===== src/rtl/octave_decimator.sv =====
// Purpose: halves an octave stream in both dimensions (keep top-left or 2x2 rounded mean) and forwards blanking.
// Latency: 1 cycle from the pixel that completes a 2x2 block (or from a blanking token) to validout.
// Backpressure: none; every input cycle is consumed, and the output is a one-cycle strobe.
module octave_decimator #(
    parameter int width   = 420,
    parameter int height  = 320,
    parameter int average = 0
) (
    input  logic       clock,
    input  logic       reset,
    input  logic [7:0] din,
    input  logic       validin,
    input  logic       blanking_in,
    output logic [7:0] dout,
    output logic       validout,
    output logic       blanking_out,
    output logic       frame_done,
    output logic       error
);

    localparam int CW   = (width > 1) ? $clog2(width) : 1;
    localparam int RW   = (height > 1) ? $clog2(height) : 1;
    localparam int HALF = width / 2;
    localparam int LW   = (HALF > 1) ? $clog2(HALF) : 1;

    localparam logic [CW-1:0] COL_LAST = CW'(width - 1);
    localparam logic [CW-1:0] COL_PEN  = CW'(width - 2);
    localparam logic [RW-1:0] ROW_LAST = RW'(height - 1);
    localparam logic [RW-1:0] ROW_PEN  = RW'(height - 2);

    logic [CW-1:0] col;
    logic [RW-1:0] row;

    logic pix_in;
    logic tok_in;
    logic col_last;
    logic row_last;
    logic abort;

    // Per-cycle decode of the incoming token and the raster position.
    assign pix_in   = validin & ~blanking_in;
    assign tok_in   = validin & blanking_in;
    assign col_last = (col == COL_LAST);
    assign row_last = (row == ROW_LAST);
    // A blanking token arriving inside a line means the line was cut short.
    assign abort    = tok_in & (col != '0);

    // Emission request from the mode-specific datapath below.
    logic       emit;
    logic [7:0] emit_val;
    logic       emit_last;

    // Raster counters: advance on active pixels, abandon the line on a mid-line token.
    always_ff @(posedge clock) begin
        if (reset) begin
            col <= '0;
            row <= '0;
        end else if (pix_in) begin
            if (col_last) begin
                col <= '0;
                row <= row_last ? '0 : row + 1'b1;
            end else begin
                col <= col + 1'b1;
            end
        end else if (abort) begin
            col <= '0;
            row <= row_last ? '0 : row + 1'b1;
        end
    end

    generate
        if (average == 0) begin : g_keep
            // Plain decimation: the top-left pixel of every 2x2 block passes straight through.
            assign emit      = pix_in & ~row[0] & ~col[0];
            assign emit_val  = din;
            // The last kept pixel of a frame sits one row and one column before the corner.
            assign emit_last = (row == ROW_PEN) && (col == COL_PEN);
        end else begin : g_avg
            logic [7:0]    hl;
            logic [8:0]    lb [HALF];
            logic [LW-1:0] lb_idx;
            logic [9:0]    sum;
            logic [7:0]    mean;

            assign lb_idx = LW'(col >> 1);

            // Left pixel of the current horizontal pair, on both even and odd rows.
            always_ff @(posedge clock) begin
                if (pix_in && !col[0]) begin
                    hl <= din;
                end
            end

            // Even rows park the horizontal pair sum until the odd row below completes the block.
            always_ff @(posedge clock) begin
                if (pix_in && !row[0] && col[0]) begin
                    lb[lb_idx] <= {1'b0, hl} + {1'b0, din};
                end
            end

            // Four 8-bit samples plus rounding fit in 10 bits; the quotient never exceeds 255.
            assign sum       = {1'b0, lb[lb_idx]} + {2'b00, hl} + {2'b00, din} + 10'd2;
            assign mean      = 8'(sum >> 2);
            assign emit      = pix_in & row[0] & col[0];
            assign emit_val  = mean;
            assign emit_last = row_last & col_last;
        end
    endgenerate

    // Registered output stage: tokens and completed blocks strobe, idle cycles hold data.
    always_ff @(posedge clock) begin
        if (reset) begin
            dout         <= 8'd0;
            validout     <= 1'b0;
            blanking_out <= 1'b1;
            frame_done   <= 1'b0;
            error        <= 1'b0;
        end else begin
            validout   <= 1'b0;
            frame_done <= 1'b0;
            if (tok_in) begin
                validout     <= 1'b1;
                blanking_out <= 1'b1;
                dout         <= 8'd0;
                if (abort) begin
                    error <= 1'b1;
                end
            end else if (emit) begin
                validout     <= 1'b1;
                blanking_out <= 1'b0;
                dout         <= emit_val;
                frame_done   <= emit_last;
            end
        end
    end

endmodule


===== config.mk =====
export PLATFORM = sky130hd
export DESIGN_NAME = octave_decimator
export DESIGN_NICKNAME = d
export VERILOG_FILES = /design/src/rtl/octave_decimator.sv
export SDC_FILE = /design/constraint.sdc
export NUM_CORES = 1
export LEC_CHECK = 0
export ABC_AREA = 1
export CORE_AREA = 10 10 71 79
export DETAILED_ROUTE_END_ITERATION = 16
export DIE_AREA = 0 0 81 89
export SLEW_MARGIN = 20
export SYNTH_ARGS = -nofsm -noshare
export SYNTH_HDL_FRONTEND = slang
export SYNTH_SLANG_ARGS = --single-unit
export TNS_END_PERCENT = 5

===== constraint.sdc =====
create_clock -name clock -period 3.9 [get_ports clock]
set_input_delay 1.17 -clock clock [delete_from_list [all_inputs] [get_ports clock]]
set_output_delay 1.17 -clock clock [all_outputs]
set_load 0.05 [all_outputs]

Word-level counts from Yosys, hierarchy flattened
Cells that the tools add are included.
{"block": "totals", "register_bits": 30, "input_bits": 12, "output_inout_bits": 12, "elab_cells": 39}
{"block": "op_classes", "addsub": 2, "n_eq_ne": 5, "muxes": 9, "bitwise_logic": 9, "n_reduce_logical": 7}
{"cell": "9-bit two-way mux", "count": 7}
{"cell": "9-bit == test (second input constant)", "count": 4}
{"cell": "9-bit by 1-bit adder with 9-bit output (second input constant)", "count": 2}
{"cell": "9-bit nonzero test", "count": 1}
{"cell": "1-bit bitwise AND", "count": 5}
{"cell": "1-bit inverter", "count": 4}
{"cell": "2-bit AND reduction", "count": 2}
{"cell": "3-bit OR reduction", "count": 1}
{"cell": "1-bit two-way mux", "count": 2}
{"cell": "2-bit by 1-bit != test with 1-bit output (second input constant)", "count": 1}
{"cell": "2-bit nonzero test", "count": 1}
{"cell": "2-bit OR reduction", "count": 1}
{"cell": "1-bit logical AND", "count": 1}

Longest topological paths before layout
{"block": "depth", "ltp_word": 6, "mapped_depth": 11, "mapped_depth_nobuf": 10}

Worst setup path after synthesis
Ideal clock, no wire load.
{"block": "synth_path", "kind": "input to register", "from": "in validin", "to": "reg col[5]", "setup_time_ps": 70, "arrival_time_ps": 1935, "required_ps": 3830, "path_slack_ps": 1895, "cell_stages": 6, "path_buffers": 0, "cell_sequence": "inv_1 nor2_4 inv_2 a21oi_1 o21ai_0 a21oi_1"}
{"block": "synth_between", "elab_chain_len": 3, "word_cells_on_any_way": 5, "cone_classes": "1 x mux; 3 x bitwise; 1 x reduce/logical"}
{"element": "from (decl)", "line_no": "12", "rtl": "input logic validin,"}
{"element": "1-bit bitwise AND", "line_no": "42", "rtl": "assign tok_in = validin & blanking_in;"}
{"element": "1-bit bitwise AND", "line_no": "46", "rtl": "assign abort = tok_in & (col != '0);"}
{"element": "2-bit nonzero test (no source line)"}
{"element": "to (signal assigned)", "line_no": "63", "rtl": "col <= col + 1'b1;"}
{"element": "to (decl)", "line_no": "31", "rtl": "logic [CW-1:0] col;"}
Parallel ways exist; a longest one is shown, timed or not.
A chain may end at the register's enable or synchronous reset.

Worst setup path after layout
{"block": "layout_path", "from": "reg dout[0]", "to": "out dout[0]"}
{"element": "from (decl)", "line_no": "14", "rtl": "output logic [7:0] dout,"}
{"element": "from (signal assigned)", "line_no": "131", "rtl": "dout <= emit_val;"}
No word-level cell between the ends.

==> metrics <==
status completed; number of diodes 0; H-tree levels 2; register bit total from synthesis 30; Via-to-Cell Ratio 4.86; Synth Cell Area 0.00157 mm^2; Worst EP required 2730 ps; Die ar. between 0.007 and 0.008 mm^2; CP Cell Sequence clkdlybuf4s50_1; pwr/cell area between 300 and 400 mW/mm^2; Post-synth EDFFs 0; unrepaired setup endpoints after global routing false; DP HPWL 2840 um; Setup crit end kind output pin; Worst path slowest cell clkdlybuf4s50_1; 1st-iter DRT viols 109; most frequent cells in the layout nand2_1 (47), nor2_1 (33), dfxtp_1 (30); Die Y 89 um; Setup WS pre-CTS 1050 ps; final worst-path cycle share 66.7%; total grt overflow 0; flop2flop setup slack 2180 ps; clk slew on worst S/H paths approximately 60 ps; vias in the first global route 1446; top post-synthesis cells by area dfxtp_1 (38%), nand2_1 (11%), nand3_1 (8.6%); Pre-antenna DRT Iters 4; WL final 3820 um; pin count of the biggest net entering global routing 19; Peak VDD IR 0.241 mV; Yosys top cell by area dfxtp_1; FF/Latch Area 601 um^2; clk root buf clkbuf_8; Nets roughly 270; actual slew at the worst max-slew pin roughly 520 ps; Antenna Nets Post-Route 0; Final min period 2600 ps; Area Overhead vs Synth 24.3%; Fill cells about 450; placed insts just over 300; Max Clock Freq 384 MHz; most common cell after layout, fill and taps aside nand2_1; routability cong. 0.848; sequential-to-total area share from yosys stat 38.2%; Core ar. 0.00413 mm^2; Netlist cell types 24; Clock Latency Late Sink ~280 ps; Final setup viols 0; WS Path Type flop to output pin; multi-input logic area 832 um^2; via count 1512; # Post-CTS Setup Buffers 0; Layout Cells excl Fill 311; share of the synthesized area in the top cell type 38.2%; row count 25; syn nets 249; CP peak stage delay 810 ps; critical path arrival 1430 ps; initial antenna violation count 0; Avg Cell Area, Syn 6.78 um^2; Async SR Flop Fraction 0%; setup ws final approximately 1300 ps; first-pass GRT wire length 6430 um; Num CTS Buffers 5; CP Max Fanout 2; Post-Synthesis Cells 232; DRC violations left 0; max-cap violations 0; Hold WC Path Type flop to flop; Buf/Inv on CP 1; yosys warns 0; crit start category flop; CTS tree done; Clock Path Buffers 2; io pins 24; routed length per instance 12.3 um; P_leak 0.000798 uW; Hold WS 452 ps; Slew HR approximately 65%; cts hold-fix bufs 0; endpoints failing hold 0; Final Slew Violations 0; Initial Utilization 38.1%; Clock Sink Count 30; Port Buffers 23; post_cts resized 0; share of layout cells above drive strength 1 6.23%; Die X 81 um; Power, Total 718 uW; delay-heaviest family, CP buffers and inverters; clock skew 4.13 ps; GRT Overall Usage roughly 11%; Synth Flop Type dfxtp_1; total negative slack 0 ps
==> stage by stage <==
stage / instance area [um^2] / util [%]
after floorplan: 1570 / -
after global placement: 1840 / 44.6
after detailed placement: 1840 / 44.6
after CTS: 1960 / 47.4
after global routing: 1960 / 47.4
final: 1960 / 47.4
==> cells by family (layout without fill, tap and decap cells) <==
group,after synthesis,in the layout,share of synthesized area (%)
xor gates and xnor gates,2,2,1.11
adders and majority gates,5,5,3.98
DFF,30,30,38.2
and+or+nand+nor,121,121,34.8
AOI/OAI and AO/OA,40,40,13.0
buffers and inverters,34,59,8.91
==> where the power goes <==
group | internal (uW) | total, uW | switching (uW) | leakage [uW]
sequential | 315 | 320 | 5.51 | 0.000243
clock | 204 | 316 | 112 | 0.0000573
combinational | 30.0 | 81.8 | 51.8 | 0.000497
total | 549 | 718 | 169 | 0.000798
==> metal layers <==
layer | share of wire [%] | global-route usage, % | routed length (um) | vias to the layer above
met1 | 45 | 12.9 | 1720 | 674
met5 | 0 | 0 | 0 | -
met4 | 2.6 | 6.14 | 98 | 0
met3 | 5.4 | 3.92 | 205 | 8
met2 | 47 | 18.3 | 1790 | 33
li1 | - | - | - | 797
==> cells in the mapped netlist, types with 2 or more instances <==
cell	count
nor2_1	33
nand3_1	27
nand2_1	47
a21oi_1	21
ha_1	5
clkbuf_1	3
nand2_2	3
xor2_1	2
dfxtp_1	30
nand4_1	5
inv_1	26
o21ai_0	17
nor3_1	2
==> cell type report <==
| type | count | share of cell area (%) |
|---|---|---|
| multi-input combinational | 168 | 42.5 |
| sequential | 30 | 30.7 |
| timing repair buffer | 24 | 12.2 |
| inverter | 28 | 5.37 |
| clock buffer | 6 | 4.22 |
| tap | 54 | 3.45 |
| clock inverter | 1 | 1.54 |
==> flip-flops by register name (all words and copies together) (netlist names) <==
| register | count |
|---|---|
| blanking_out | 1 |
| col | 9 |
| validout | 1 |
| error | 1 |
| dout | 8 |
| row | 9 |
| frame_done | 1 |
==> worst paths after layout <==
path | startpoint | end | depth (start not counted)
setup reg to reg | col[0] | row[1] | 9
setup / recovery | dout[0] | dout[0] | 1
hold reg to reg | error | error | 2
hold / removal | error | error | 2
(Power assumes the default switching activity.)
